$ cat config.mk
export PLATFORM = sky130hd
export DESIGN_NAME = clock_btn_cond_flat
export DESIGN_NICKNAME = d
export VERILOG_FILES = /design/src/rtl/clock_pkg.sv /design/src/rtl/clock_btn_cond_if.sv /design/src/rtl/btn_chan.sv /design/src/rtl/clock_btn_cond.sv /design/src/flat_wrapper.sv
export SDC_FILE = /design/constraint.sdc
export NUM_CORES = 1
export LEC_CHECK = 0
export ABC_AREA = 1
export CAP_MARGIN = 5
export CORE_ASPECT_RATIO = 1.2
export CORE_MARGIN = 3
export CORE_UTILIZATION = 60
export CTS_CLUSTER_SIZE = 25
export DETAILED_ROUTE_END_ITERATION = 12
export HOLD_SLACK_MARGIN = 0.12
export MAX_ROUTING_LAYER = met4
export PLACE_DENSITY = 0.84
export SETUP_SLACK_MARGIN = 0.1
export SKIP_CTS_REPAIR_TIMING = 1
export SLEW_MARGIN = 0
export SYNTH_ARGS = -nofsm -noshare
export SYNTH_HDL_FRONTEND = slang
export SYNTH_HIERARCHICAL = 1
export SYNTH_SLANG_ARGS = --single-unit
$ cat constraint.sdc
create_clock -name clk -period 1.6 [get_ports clk]
set_input_delay 0.24 -clock clk [delete_from_list [all_inputs] [get_ports clk]]
set_output_delay 0.24 -clock clk [all_outputs]
set_load 0.05 [all_outputs]
$ cat src/rtl/clock_pkg.sv
// Shared definitions for the digital clock pushbutton conditioner:
// channel indices, repeat FSM states and default timing parameters.
package clock_pkg;

   localparam int BTN_STRTSTP    = 0;
   localparam int BTN_SET_TIME   = 1;
   localparam int BTN_STOP_WATCH = 2;
   localparam int BTN_SET_ALARM  = 3;

   localparam int DEF_DB_CYCLES  = 20;
   localparam int DEF_RPT_DELAY  = 500;
   localparam int DEF_RPT_PERIOD = 100;

   typedef enum logic [1:0] {
      IDLE   = 2'd0,
      DELAY  = 2'd1,
      REPEAT = 2'd2
   } rpt_state_t;

   function automatic int max_int(input int a, input int b);
      return (a > b) ? a : b;
   endfunction

   // Counter width for a terminal count of n-1, never narrower than one bit.
   function automatic int cnt_width(input int n);
      return (n > 2) ? $clog2(n) : 1;
   endfunction

endpackage

$ cat src/rtl/clock_btn_cond_if.sv
// Button bundle between the board pins / control FSM and the conditioner.
interface clock_btn_cond_if #(
   parameter int NUM_BTN = 4
);
   logic [NUM_BTN-1:0] btn_raw;
   logic [NUM_BTN-1:0] btn_lvl;
   logic [NUM_BTN-1:0] btn_press;
   logic [NUM_BTN-1:0] btn_rpt;

   modport master (
      output btn_raw,
      input  btn_lvl,
      input  btn_press,
      input  btn_rpt
   );

   modport slave (
      input  btn_raw,
      output btn_lvl,
      output btn_press,
      output btn_rpt
   );
endinterface

$ cat src/rtl/btn_chan.sv
// One pushbutton channel: 2-flop synchronizer, debounce counter,
// press edge detect and IDLE/DELAY/REPEAT auto-repeat FSM.
module btn_chan
   import clock_pkg::*;
#(
   parameter int DB_CYCLES  = DEF_DB_CYCLES,
   parameter int RPT_DELAY  = DEF_RPT_DELAY,
   parameter int RPT_PERIOD = DEF_RPT_PERIOD
) (
   input  logic clk,
   input  logic rst,
   input  logic btn_raw,
   output logic btn_lvl,
   output logic btn_press,
   output logic btn_rpt
);

   localparam int CNT_W  = cnt_width(DB_CYCLES);
   localparam int RCNT_W = cnt_width(max_int(RPT_DELAY, RPT_PERIOD));

   localparam logic [CNT_W-1:0]  DB_LAST     = CNT_W'(DB_CYCLES - 1);
   localparam logic [RCNT_W-1:0] DELAY_LAST  = RCNT_W'(RPT_DELAY - 1);
   localparam logic [RCNT_W-1:0] PERIOD_LAST = RCNT_W'(RPT_PERIOD - 1);

   logic              s1_reg, s2_reg;
   logic [CNT_W-1:0]  cnt_reg, cnt_next;
   logic              lvl_reg, lvl_next;
   logic              press_reg, press_next;
   logic              rpt_reg, rpt_next;
   rpt_state_t        state_reg, state_next;
   logic [RCNT_W-1:0] rcnt_reg, rcnt_next;

   logic pressed;
   logic rise;
   logic fall;

   // Debounce: the level only moves after DB_CYCLES consecutive samples that
   // disagree with it; any agreeing sample restarts the count.
   always_comb begin
      pressed  = ~s2_reg;
      cnt_next = '0;
      lvl_next = lvl_reg;
      if (pressed != lvl_reg) begin
         if (cnt_reg == DB_LAST) begin
            lvl_next = ~lvl_reg;
         end else begin
            cnt_next = cnt_reg + 1'b1;
         end
      end
      rise       = lvl_next & ~lvl_reg;
      fall       = ~lvl_next & lvl_reg;
      press_next = rise;
   end

   // Repeat FSM works off the next-level edges so its pulse lines up with
   // the registered press pulse.
   always_comb begin
      state_next = state_reg;
      rcnt_next  = rcnt_reg;
      rpt_next   = 1'b0;
      unique case (state_reg)
         IDLE: begin
            if (rise) begin
               state_next = DELAY;
               rcnt_next  = '0;
               rpt_next   = 1'b1;
            end
         end
         DELAY: begin
            if (fall) begin
               state_next = IDLE;
               rcnt_next  = '0;
            end else if (rcnt_reg == DELAY_LAST) begin
               state_next = REPEAT;
               rcnt_next  = '0;
               rpt_next   = 1'b1;
            end else begin
               rcnt_next = rcnt_reg + 1'b1;
            end
         end
         REPEAT: begin
            if (fall) begin
               state_next = IDLE;
               rcnt_next  = '0;
            end else if (rcnt_reg == PERIOD_LAST) begin
               rcnt_next = '0;
               rpt_next  = 1'b1;
            end else begin
               rcnt_next = rcnt_reg + 1'b1;
            end
         end
         default: begin
            state_next = IDLE;
            rcnt_next  = '0;
         end
      endcase
   end

   always_ff @(posedge clk) begin
      if (rst) begin
         s1_reg    <= 1'b1;
         s2_reg    <= 1'b1;
         cnt_reg   <= '0;
         lvl_reg   <= 1'b0;
         press_reg <= 1'b0;
         rpt_reg   <= 1'b0;
         state_reg <= IDLE;
         rcnt_reg  <= '0;
      end else begin
         s1_reg    <= btn_raw;
         s2_reg    <= s1_reg;
         cnt_reg   <= cnt_next;
         lvl_reg   <= lvl_next;
         press_reg <= press_next;
         rpt_reg   <= rpt_next;
         state_reg <= state_next;
         rcnt_reg  <= rcnt_next;
      end
   end

   assign btn_lvl   = lvl_reg;
   assign btn_press = press_reg;
   assign btn_rpt   = rpt_reg;

endmodule

$ cat src/rtl/clock_btn_cond.sv
// Pushbutton conditioner for the clock control FSM: NUM_BTN independent
// debounced channels with press and auto-repeat pulses.
module clock_btn_cond
   import clock_pkg::*;
#(
   parameter int NUM_BTN    = BTN_SET_ALARM + 1,
   parameter int DB_CYCLES  = DEF_DB_CYCLES,
   parameter int RPT_DELAY  = DEF_RPT_DELAY,
   parameter int RPT_PERIOD = DEF_RPT_PERIOD
) (
   input  logic            clk,
   input  logic            rst,
   clock_btn_cond_if.slave bus
);

   genvar gi;
   generate
      for (gi = 0; gi < NUM_BTN; gi++) begin : g_chan
         btn_chan #(
            .DB_CYCLES  (DB_CYCLES),
            .RPT_DELAY  (RPT_DELAY),
            .RPT_PERIOD (RPT_PERIOD)
         ) u_chan (
            .clk       (clk),
            .rst       (rst),
            .btn_raw   (bus.btn_raw[gi]),
            .btn_lvl   (bus.btn_lvl[gi]),
            .btn_press (bus.btn_press[gi]),
            .btn_rpt   (bus.btn_rpt[gi])
         );
      end
   endgenerate

endmodule

$ cat src/flat_wrapper.sv
// flat-port wrapper written by rule: the top's interface ports become plain ports
module clock_btn_cond_flat import clock_pkg::*;
#(
   parameter int NUM_BTN    = BTN_SET_ALARM + 1,
   parameter int DB_CYCLES  = DEF_DB_CYCLES,
   parameter int RPT_DELAY  = DEF_RPT_DELAY,
   parameter int RPT_PERIOD = DEF_RPT_PERIOD
)
  (clk, rst, bus_btn_raw, bus_btn_lvl, bus_btn_press, bus_btn_rpt);
  clock_btn_cond_if #(.NUM_BTN(NUM_BTN)) bus_i ();
  input  logic clk;
  input  logic rst;
  input wire logic [$bits(bus_i.btn_raw)-1:0] bus_btn_raw;
  output wire logic [$bits(bus_i.btn_lvl)-1:0] bus_btn_lvl;
  output wire logic [$bits(bus_i.btn_press)-1:0] bus_btn_press;
  output wire logic [$bits(bus_i.btn_rpt)-1:0] bus_btn_rpt;
  assign bus_i.btn_raw = bus_btn_raw;
  assign bus_btn_lvl = bus_i.btn_lvl;
  assign bus_btn_press = bus_i.btn_press;
  assign bus_btn_rpt = bus_i.btn_rpt;
  clock_btn_cond #(.NUM_BTN(NUM_BTN), .DB_CYCLES(DB_CYCLES), .RPT_DELAY(RPT_DELAY), .RPT_PERIOD(RPT_PERIOD)) u_core (.clk(clk), .rst(rst), .bus(bus_i));
endmodule
==> results.sh, run 1 <==
export IMPL_status="complete, no violations"
export IMPL_remaining_drc_errors=0
export IMPL_ys_seq_area_frac=0.365
export IMPL_grt_max_degree=29
export IMPL_drtAntennaViolNets=0
export IMPL_final_cell_mix="nand2_1, nor2_1, inv_1"
export IMPL_gp_congestion=0.912
export IMPL_dieArea_um2=8780
export IMPL_placedInstanceArea_um2=4830
export IMPL_tightest_slew_ns=0.455
export IMPL_netlist_area_um2=4610
export IMPL_die_h_um=102
export IMPL_core_region_area_um2=7360
export IMPL_hold_viol=0
export IMPL_layout_commonest_cell="nand2_1"
export IMPL_rows=34
export IMPL_ys_ff_latch=84
export IMPL_r2r_start="u_core/g_chan[3].u_chan/rcnt_reg[0]"
export IMPL_clock_skew_ns=0.00745
export IMPL_cp_arrival_ns=1.72
export IMPL_port_buffers=17
export IMPL_finalSetupTns_ns=0
export IMPL_clock_root_buffer="clkbuf_8"
export IMPL_largest_reg_flops=36
export IMPL_rsz0062_at_grt="yes"
export IMPL_setup_violations=0
export IMPL_fillers=555
export IMPL_cts_buffers_inserted=9
export IMPL_synthCells=646
export IMPL_cp_startpoint="u_core/g_chan[3].u_chan/rcnt_reg[0]"
export IMPL_syn_avg_cell_area_um2=7.14
export IMPL_layoutNonFillerInstCount=781
export IMPL_maxSlewViolCount=0
export IMPL_cp_end_kind="register"
export IMPL_finish_utilization=0.758
export IMPL_cts_htree_levels=3
export IMPL_boundaryPins=18
export IMPL_worstSetupStartpointType="register"
export IMPL_cellPowerDensity_nw_per_um2=667
export IMPL_post_place_ws_ns=-0.000339
export IMPL_antenna_found_initial=0
export IMPL_min_period_over_period=0.919
export IMPL_place_hpwl_mm=6.42
export IMPL_finalNetCount=716
export IMPL_cts_tree="built"
export IMPL_relSlewSlack=0.697
export IMPL_worstPathMaxFanout=8
export IMPL_timing_fmax_mhz=680
export IMPL_vias=4346
export IMPL_die_x_um=86.0
export IMPL_drv_cap=0
export IMPL_synth_cell_types=31
export IMPL_worstSkewPairLatency_ns=0.35
export IMPL_grt_pass1_wl_mm=15.7
export IMPL_wl_per_cell_um=13.5
export IMPL_diodes=0
export IMPL_min_path_type="register to register"
export IMPL_drt_iter0_markers=294
export IMPL_dp_cells=747
export IMPL_design_area_um2=5580
export IMPL_track_usage=0.222
export IMPL_yosysWarningCount=6
export IMPL_initial_core_util=0.627
export IMPL_drt_total_wl_mm=10.5
export IMPL_final_min_clock_period_ns=1.47
export IMPL_clk_pin_slew_worst_paths_ns=0.08
export IMPL_fin_ws_ns=0.130
export IMPL_dr_pass1_iters=5
export IMPL_syn_nets=676
export IMPL_overflow=0
export IMPL_max_vdd_ir_drop_mv=0.526
export IMPL_cts_sinks=84
export IMPL_via_per_inst=5.56
export IMPL_hold_start="u_core/g_chan[0].u_chan/s1_reg"
export IMPL_drive_gt1_frac=0.252
export IMPL_area_growth_pct=21.0
export IMPL_leakagePower_nw=2.09
export IMPL_crit_type="register to register"
export IMPL_grt_pass1_vias=3842
export IMPL_cts_buffer_depth=2
export IMPL_required_ns=1.85
==> cell type report <==
cell class                 instances  area (um^2)  share of cell area
clock buffer                      11          141              0.0253
clock inverter                     5         61.3              0.0110
inverter                          79          297              0.0531
multi-input combinational        478         2960               0.530
sequential                        84         1720               0.308
tap                               90          113              0.0202
timing repair buffer              34          292              0.0522
==> layer usage <==
layer	routed length, um	share of wire	track usage	vias up
met5	0	0	-	-
met3	494	0.047	0.0540	23
li1	-	-	-	2183
met1	4430	0.42	0.247	2016
met2	5440	0.52	0.391	124
met4	165	0.016	0.0682	0
==> critical path, stage by stage, from the launching register on <==
cell and delay (ns):
dfxtp_4 0.38, ha_4 0.16, nand2_2 0.08, nor2_2 0.19, nand3_2 0.13, nand3_4 0.11
nand2_4 0.10, nand2_2 0.06, nand2_1 0.06, nand2_1 0.06, inv_1 0.03
==> Yosys cell counts, drive strengths merged <==
master	n	area [um^2]
xor2	5	43.8
nand3b	4	30.0
clkbuf	1	5.00
a21oi	52	260
o221ai	3	26.3
nand3	64	393
a211oi	4	30.0
ha	24	300
nor3	7	35.0
buf	7	60.1
inv	79	297
xnor2	1	8.76
o21ai	27	135
o21bai	1	7.51
dfxtp	84	1680
nor2	108	448
or2	23	144
nand4	14	118
nand2	137	582
o211ai	1	7.51
==> worst paths after layout <==
path	endpoint	slack (ns)	cells past startpoint
worst max-delay path	u_core/g_chan[3].u_chan/rcnt_reg[5]	0.13	10
worst min-delay path	u_core/g_chan[0].u_chan/s2_reg	0.41	1
worst min register to register	u_core/g_chan[0].u_chan/s2_reg	0.41	1
worst max register to register	u_core/g_chan[3].u_chan/rcnt_reg[5]	0.13	10
==> power breakdown <==
part / switching (mW) / internal, mW
clock network: 0.769 / 0.767
registers: 0.0121 / 2.09
logic: 0.0477 / 0.0339
==> per-stage QoR <==
stage / hold WS, ns / power (mW)
after global placement: 0.392 / 2.24
after detailed placement: 0.399 / 2.24
final: 0.415 / 3.72
after global routing: 0.433 / 3.84
after floorplan: 0.309 / 2.20
after CTS: 0.422 / 3.75
==> cell families after synthesis <==
logic type	share of synthesized area
compound gates	0.101
xor+xnor	0.0114
buf+inv	0.0784
flops	0.365
fa+ha+maj	0.0651
simple gates	0.379
No activity file was read; power rests on OpenSTA's default activity.
==> inputs of run 2 (changes only) <==
==> constraint.sdc (replaced) <==
create_clock -name clk -period 1.6 [get_ports clk]
set_input_delay 0.24 -clock clk [delete_from_list [all_inputs] [get_ports clk]]
set_output_delay 0.24 -clock clk [all_outputs]
set_load 0.005 [all_outputs]
==> results.sh, run 2 (synthesis results as in run 1) <==
export IMPL_maxSlewViolCount=0
export IMPL_met3_usage=0.0444
export IMPL_worstSkewPairLatency_ns=0.35
export IMPL_grt_met1_usage=0.240
export IMPL_remaining_drc_errors=0
export IMPL_crit_type="register to register"
export IMPL_min_path_type="register to register"
export IMPL_placedInstanceArea_um2=4870
export IMPL_grt_pass1_wl_mm=15.9
export IMPL_cts_buffers_inserted=9
export IMPL_via_per_inst=5.58
export IMPL_design_area_um2=5630
export IMPL_whs_endpoint="u_core/g_chan[2].u_chan/s2_reg"
export IMPL_drive_gt1_frac=0.234
export IMPL_drv_cap=0
export IMPL_grt_max_degree=36
export IMPL_vias=4356
export IMPL_die_h_um=102
export IMPL_fin_ws_ns=0.121
export IMPL_area_growth_pct=22.1
export IMPL_whs_ns=0.413
export IMPL_min_path_cells=1
export IMPL_final_cell_mix="nand2_1, nor2_1, inv_1"
export IMPL_clock_skew_ns=0.0111
export IMPL_cp_arrival_ns=1.73
export IMPL_antenna_found_initial=0
export IMPL_cts_sinks=84
export IMPL_rr_endpoint="u_core/g_chan[2].u_chan/rcnt_reg[8]"
export IMPL_hold_viol=0
export IMPL_initial_core_util=0.627
export IMPL_cellPowerDensity_nw_per_um2=637
export IMPL_grt_busiest_layer="met2"
export IMPL_cts_buffer_depth=2
export IMPL_die_x_um=86.0
export IMPL_grt_pass1_vias=3905
export IMPL_finalNetCount=716
export IMPL_clk_pin_slew_worst_paths_ns=0.08
export IMPL_finalSetupTns_ns=0
export IMPL_clock_root_buffer="clkbuf_8"
export IMPL_relSlewSlack=0.699
export IMPL_track_usage=0.229
export IMPL_min_period_over_period=0.924
export IMPL_power_mw=3.59
export IMPL_dp_cells=749
export IMPL_hold_start="u_core/g_chan[2].u_chan/s1_reg"
export IMPL_leakagePower_nw=2.13
export IMPL_cts_htree_levels=3
export IMPL_status="complete, no violations"
export IMPL_r2r_start="u_core/g_chan[2].u_chan/cnt_reg[1]"
export IMPL_worstSetupStartpointType="register"
export IMPL_worstPathMaxFanout=8
export IMPL_drt_iter0_markers=203
export IMPL_boundaryPins=18
export IMPL_final_min_clock_period_ns=1.48
export IMPL_r2r_slack_ns=0.12
export IMPL_gp_congestion=0.921
export IMPL_rows=34
export IMPL_core_region_area_um2=7360
export IMPL_drtAntennaViolNets=0
export IMPL_tightest_slew_ns=0.452
export IMPL_overflow=0
export IMPL_diodes=0
export IMPL_drt_total_wl_mm=10.7
export IMPL_place_hpwl_mm=6.59
export IMPL_fillers=512
export IMPL_dieArea_um2=8780
export IMPL_cts_tree="built"
export IMPL_rr_worst_depth=8
export IMPL_finish_utilization=0.765
export IMPL_timing_fmax_mhz=676
export IMPL_rsz0062_at_grt="yes"
export IMPL_dr_pass1_iters=5
export IMPL_post_place_ws_ns=0.00438
export IMPL_setup_violations=0
export IMPL_port_buffers=17
export IMPL_max_vdd_ir_drop_mv=0.697
export IMPL_required_ns=1.85
export IMPL_layout_commonest_cell="nand2_1"
export IMPL_largest_reg_flops=36
export IMPL_gr_usage_met2=0.419
export IMPL_layoutNonFillerInstCount=781
export IMPL_wl_per_cell_um=13.7
export IMPL_cp_end_kind="register"
run 2: changes by cell type in the layout (fill, tap and decap cells not counted), sizes merged:
| cell | before | now |
|---|---|---|
| nand2 | 140 | 139 |
| clkbuf | 11 | 10 |
| clkdlybuf4s50 | 5 | 13 |
| inv | 79 | 80 |
| dlymetal6s2s | 0 | 4 |
| clkinv | 1 | 2 |
| buf | 29 | 18 |
| bufinv | 1 | 0 |
run 2: worst max path at each step:
stage                                             from                              endpoint  cells after the start
detailed placement  u_core/g_chan[1].u_chan/cnt_reg[0]   u_core/g_chan[1].u_chan/rcnt_reg[5]                      8
global route        u_core/g_chan[2].u_chan/cnt_reg[1]  u_core/g_chan[2].u_chan/state_reg[1]                      9
floorplan           u_core/g_chan[0].u_chan/cnt_reg[0]   u_core/g_chan[0].u_chan/rcnt_reg[5]                      8
CTS                 u_core/g_chan[1].u_chan/cnt_reg[0]   u_core/g_chan[1].u_chan/rcnt_reg[4]                      9
finish              u_core/g_chan[2].u_chan/cnt_reg[1]   u_core/g_chan[2].u_chan/rcnt_reg[8]                      8
global placement    u_core/g_chan[2].u_chan/cnt_reg[0]   u_core/g_chan[2].u_chan/rcnt_reg[5]                      8
run 2: power by group:
| part | internal, mW | switching, mW |
|---|---|---|
| clock | 0.616 | 0.788 |
| sequential | 2.09 | 0.0118 |
| combinational | 0.0338 | 0.0488 |
run 2: critical path: stages, from the launching register on:
cell     delay, ns
dfxtp_2       0.36
ha_4          0.16
nand2_4       0.06
nor2_4        0.17
nand3_4       0.16
nand3_4       0.17
nand2_8       0.09
a21oi_4       0.15
nor2_1        0.05
run 2: cell type report:
type,instances,area [um^2],share of cell area
repair buffers,35,339,0.0602
well taps,90,113,0.0200
inverters,79,297,0.0527
clock inverters,6,48.8,0.00867
clock buffers,10,138,0.0244
flip-flops and latches,84,1730,0.307
multi-input cells,477,2970,0.527
run 2: layer usage:
metal | up-vias | routed length [um]
li1 | 2178 | -
met1 | 1998 | 4250
met2 | 156 | 5730
met3 | 24 | 501
met4 | 0 | 220
met5 | - | 0
